==> src/rtl/id_ex_buffer.sv <==
// rtl/id_ex_buffer.sv - elastic ID/EX pipeline buffer: DEPTH-entry circular queue with flush, rdy freeze and bubble output
module id_ex_buffer #(
    parameter int               WIDTH  = 32,
    parameter int               DEPTH  = 2,
    parameter logic [WIDTH-1:0] BUBBLE = {WIDTH{1'b0}}
) (
    input  logic                         clk,
    input  logic                         rst,
    input  logic                         rdy,
    input  logic                         flush,
    input  logic                         in_valid,
    input  logic [WIDTH-1:0]             in_data,
    output logic                         in_ready,
    output logic                         out_valid,
    output logic [WIDTH-1:0]             out_data,
    input  logic                         out_ready,
    output logic [$clog2(DEPTH+1)-1:0]   count,
    output logic                         full,
    output logic                         empty
);
    localparam int CW = $clog2(DEPTH + 1);
    // Keep pointers at least one bit wide so DEPTH = 1 still elaborates.
    localparam int PW = (DEPTH > 1) ? $clog2(DEPTH) : 1;
    localparam logic [PW-1:0] LAST_SLOT = PW'(DEPTH - 1);
    localparam logic [CW-1:0] FULL_COUNT = CW'(DEPTH);

    logic [WIDTH-1:0] mem [DEPTH];
    logic [PW-1:0]    rptr;
    logic [PW-1:0]    wptr;
    logic             push;
    logic             pop;

    // Pointers wrap explicitly so non-power-of-two depths work.
    function automatic logic [PW-1:0] next_ptr(input logic [PW-1:0] p);
        return (p == LAST_SLOT) ? '0 : p + PW'(1);
    endfunction

    assign full      = (count == FULL_COUNT);
    assign empty     = (count == '0);
    assign in_ready  = rdy & ~full;
    assign out_valid = rdy & ~empty;
    assign out_data  = empty ? BUBBLE : mem[rptr];
    assign push      = in_valid & in_ready;
    assign pop       = out_valid & out_ready;

    always_ff @(posedge clk) begin
        if (push && !flush) begin
            mem[wptr] <= in_data;
        end
    end

    // push and pop already carry rdy, so a frozen cycle falls through to hold.
    always_ff @(posedge clk or negedge rst) begin
        if (!rst) begin
            rptr  <= '0;
            wptr  <= '0;
            count <= '0;
        end else if (rdy && flush) begin
            rptr  <= '0;
            wptr  <= '0;
            count <= '0;
        end else begin
            if (push) begin
                wptr <= next_ptr(wptr);
            end
            if (pop) begin
                rptr <= next_ptr(rptr);
            end
            case ({push, pop})
                2'b10:   count <= count + CW'(1);
                2'b01:   count <= count - CW'(1);
                default: count <= count;
            endcase
        end
    end
endmodule
==> config.mk <==
export PLATFORM = sky130hd
export DESIGN_NAME = id_ex_buffer
export DESIGN_NICKNAME = d
export VERILOG_FILES = /design/src/rtl/id_ex_buffer.sv
export SDC_FILE = /design/constraint.sdc
export NUM_CORES = 1
export LEC_CHECK = 0
export ABC_AREA = 1
export BUFFER_PORTS_ARGS = -buffer_cell sky130_fd_sc_hd__buf_2
export CAP_MARGIN = 5
export CORE_MARGIN = 10
export CORE_UTILIZATION = 46
export CTS_CLUSTER_SIZE = 16
export DETAILED_ROUTE_END_ITERATION = 10
export GPL_TIMING_DRIVEN = 0
export PLACE_DENSITY = 0.8
export SKIP_LAST_GASP = 1
export SLEW_MARGIN = 20
export SYNTH_ARGS = -nofsm -noshare
export SYNTH_HDL_FRONTEND = slang
export SYNTH_SLANG_ARGS = --single-unit
==> constraint.sdc <==
create_clock -name clk -period 3.5 [get_ports clk]
set_input_delay 0.175 -clock clk [delete_from_list [all_inputs] [get_ports clk]]
set_output_delay 0.175 -clock clk [all_outputs]
set_load 0.02 [all_outputs]
; Yosys cells after proc, flatten, opt, wreduce, memory -nomap -nowiden
; Memory sizes are Yosys's and may differ from the RTL's.
; Cells that the tools add are included.
; W data, S select, Z words.
[totals]
register_bits = 4
ram_bits = 64
in_bits = 38
output_inout_bits = 38
wordCells = 35
mem_count = 1
[op_classes]
addsub = 4
n_eq_ne = 3
n_mux = 11
bitwise_logic = 6
n_reduce_logical = 7
[memory_table]
columns = name, depth, width, rd, rd_ports_with_merged_regs, write_ports, line_no
row1 = mem, 2, 32, 1, 0, 1, 27  ; logic [WIDTH-1:0] mem [DEPTH];
[ops]
columns = op, n
row1 = $mux W32, 1
row2 = $mux W1, 8
row3 = $and A1 B1 Y1, 4
row4 = $eq A2 B2 Y1 const B, 2
row5 = $pmux W2 S2, 1
row6 = $reduce_bool A2 Y1, 2
row7 = $reduce_bool A3 Y1, 1
row8 = $add A1 B1 Y1 const B, 2
row9 = $add A2 B1 Y2 const B, 1
row10 = $eq A2 B1 Y1 const B, 1
row11 = $logic_and A1 B1 Y1, 2
row12 = $logic_not A2 Y1, 1
row13 = $mux W2, 1
row14 = $not A1 Y1, 2
row15 = $sub A2 B1 Y2 const B, 1
row16 = $logic_not A1 Y1, 1

; Longest topological paths before layout
[logic_depth]
word_depth = 7
mapped_depth = 8
ltp_nobuf = 8

; Worst setup path before layout
; Ideal clock, no wire load.
[synth_timing]
path_type = reg2reg
start = reg count[0]
end = mem mem[0][0], enable pin
setup_time_ps = 461
arrival_ps = 2991
t_required_ps = 3039
slack_ps = 48
path_stages_with_launch = 5
path_buffers = 0
period_less_slack_ps = 3452
cell_sequence = dfrtp_1 > inv_2 > nand2_2 > nand3_2 > nor3_1
[synth_between]
elab_chain_cells = 7
[synth_lines]
columns = element, line_no
row1 = "start, declared", 17  ; output logic [$clog2(DEPTH+1)-1:0] count,
row2 = "start signal, assigned", 70  ; 2'b10: count <= count + CW'(1);
row3 = "start signal, assigned", 71  ; 2'b01: count <= count - CW'(1);
row4 = "start signal, assigned", 72  ; default: count <= count;
row5 = $eq A2 B2 Y1, 38  ; assign full = (count == FULL_COUNT);
row6 = $not A1 Y1, 40  ; assign in_ready = rdy & ~full;
row7 = $and A1 B1 Y1, 40
row8 = $and A1 B1 Y1, 43  ; assign push = in_valid & in_ready;
row9 = $logic_and A1 B1 Y1, 47  ; if (push && !flush) begin
row10 = $mux W1, 47
row11 = $mux W1 (not written as such), 48  ; mem[wptr] <= in_data;
row12 = "end, declared", 27
; Every way passes these cells.

; Final worst setup path
[layout_timing]
start = reg count[0]
end = mem mem[0][31], enable pin
; The elaborated chain is that of the path after synthesis.

==> out/metrics.csv <==
metric;value;unit
design.die.area;9200;µm²
critPathBufInv;3;
cts_buffers;9;
p_leak;1.42;nW
cp-start-kind;register;
crit_end;mem[0][31];
viasPerCell;4.84;
worstRegToRegCells;6;
netlist_top_cells_area;edfxtp_1, nand2_1, a21oi_1;
crit_family;simple AND/OR/NAND/NOR gates;
critPathLaunch;count[0];
clkPwrFrac;25.9;%
antenna_found_initial;0;
rr_endpoint;mem[0][31];
seqPwrFrac;37.3;%
p_sw_share;37.8;%
drive_above_1_share;36.7;%
initialDrtViolationCount;73;
async_flop_share;5.88;%
max_slew.worst_pin.slew;0.737;ns
io_pins;76;
post-route-util;61.5;%
fin_crit_sh;58.8;%
critical_path_peak_fanout;9;
worst_path_max_delay_cell;nor3_2;
slowest_delay;0.59;ns
synthTopCellsByCount;nand2_1, edfxtp_1, a21oi_1;
port-buffer-count;75;
cp-end-kind;register;
hold_path_class;input pin to register;
track_usage;13.1;%
required;3.54;ns
synth.distinct_cells;18;
yosysSeqAreaShare;76.2;%
synth_top_area_cell;edfxtp_1;
dp.final_hpwl;4370;µm
p_sw;1.00;mW
r2r_slack;1.44;ns
critPathKind;register to register;
syn2layout_area_growth;28.4;%
crit_chain;inv_2 -> nand2_2 -> nand3_2 -> nor3_2 -> buf_6 -> buf_4;
nNetsFinal;341;
arrival;2.10;ns
diodes;0;
ant_nets;0;
cts_tree;yes;
critical_path_depth;6;
core;5540;µm²
rsz0062_at_grt;false;
status;finished, final reports clean;
chipWidth;95.9;µm
drc;0;
grt_pass1_wl;9060;µm
hold_viol;0;
placementRows;27;
syn-cell-area;2650;µm²
yosysWarnings;0;
maxCapViolCount;0;
drt_first_pass_iters;4;
vias;1840;
finClkSkew;0.00672;ns
htree_levels;3;
synthMostInstantiatedCell;nand2_1;
synth_flop_cell;edfxtp_1;
setup-violations-final;0;
fillers;449;
irDropWorstVdd;0.396;mV
grt_pass1_vias;1950;
p_int;1.65;mW
synth-edff-count;64;
clock_path_buffers;2;
slew-limit-headroom;50.6;%
path_clk_slew;0.07;ns
insertion_delay;0.34;ns
synth_area_per_cell;12.6;µm²
fin_crit;2.06;ns
crit-reg2reg-launch;count[0];
wl;5840;µm
synth_top_area_share;72.5;%
power.density;777;nW/µm²
drv_slew;0;
grt_max_degree;13;
initial_core_util;47.9;%
post-cts-setup-buffers;0;
finalSetupTns;0;ns
synth.net_count;248;
drt-wirelength-per-cell;15.4;µm
power_frac_comb;36.8;%
overflow;0;
clock-sinks;68;
die_h;95.9;µm
synth_cells;210;
ys_ff_latch;68;
fmax;486;MHz
cts-root-buf;clkbuf_8;
gp_congestion;0.747;
## how the worst min path moves through the flow
stage / start / end / slack [ns] / depth (start not counted)
6_report: in_data[12] / mem[1][12] / 0.02 / 1
5_1_grt: in_data[9] / mem[1][9] / 0.006 / 1
4_1_cts: in_data[14] / mem[1][14] / 0.005 / 1
3_5_place_dp: rst / rptr / -0.01 / 1
3_3_place_gp: rst / wptr / -0.01 / 1
2_1_floorplan: rst / count[0] / -0.12 / 0
## kinds of logic after synthesis
logic type	after synthesis	synth area share (%)
simple gates	87	13.9
buf+inv	18	2.88
compound gates	37	6.98
flops	68	76.2
## power groups by stage
stage | Clock, mW | Sequential, mW | Combinational, mW
floorplan | 0 | 1.01 | 0.624
global placement | 0 | 1.00 | 0.970
detailed placement | 0 | 1.00 | 0.994
CTS | 0.700 | 0.987 | 0.998
global route | 0.743 | 0.991 | 1.07
finish | 0.684 | 0.986 | 0.975
## worst reg2reg max path: stages (launching register included)
cell     delay (ns)
dfrtp_1        0.47
inv_2          0.06
nand2_2        0.08
nand3_2        0.12
nor3_2         0.59
buf_6          0.24
buf_4          0.20
## layout make-up
cell class | count | area, µm² | share of cell area (%)
tap | 72 | 90.1 | 2.65
sequential | 68 | 2020 | 59.4
buffer | 10 | 46.3 | 1.36
clock inverter | 7 | 91.3 | 2.68
timing repair buffer | 82 | 438 | 12.9
inverter | 8 | 30.0 | 0.882
multi-input combinational | 124 | 564 | 16.6
clock buffer | 9 | 124 | 3.64
## stage by stage
| stage | total power, mW | setup WS (ns) | hold WS, ns | std cells | area (µm²) |
|---|---|---|---|---|---|
| 2_1_floorplan | 1.64 | 0.0480 | -0.121 | 210 | 2650 |
| 3_3_place_gp | 1.97 | -1.05 | -0.0138 | 357 | 3120 |
| 3_5_place_dp | 2.00 | 1.45 | -0.0149 | 363 | 3180 |
| 4_1_cts | 2.69 | 1.44 | 0.00477 | 380 | 3410 |
| 5_1_grt | 2.81 | 1.31 | 0.00560 | 380 | 3410 |
| 6_report | 2.65 | 1.44 | 0.0211 | 380 | 3410 |
## per-layer routing
metal  track usage (%)  vias to the layer above  share of wire (%)
li1                  -                      919                  -
met1              13.2                      857                 39
met2              23.5                       54                 52
met3              5.29                       10                8.4
met4              5.41                        0                1.2
met5                 0                        -                  0
## registers in the layout, summed over array words and instances, names as in the netlist
| register | cells |
|---|---|
| rptr | 1 |
| count | 2 |
| mem | 64 |
| wptr | 1 |
## cell usage in the layout (no fill, tap or decap), drive strengths merged
cell	synthesis	routed
inv	7	7
nand2	74	74
nand4	2	2
a21oi	35	35
nor2	5	5
edfxtp	64	64
clkinv	1	6
nand3	4	4
dfrtp	4	4
nor3	2	2
buf	7	88
o21ai	2	2
bufinv	0	2
dlygate4sd3	0	1
clkbuf	3	12
## what timing repair did
item                                   CTS  global route
setup endpoints to repair                0             0
resized for setup                        0             0
hold buffers                             1             0
endpoints found under the hold margin    4             0
No activity file was read; power rests on OpenSTA's default activity.
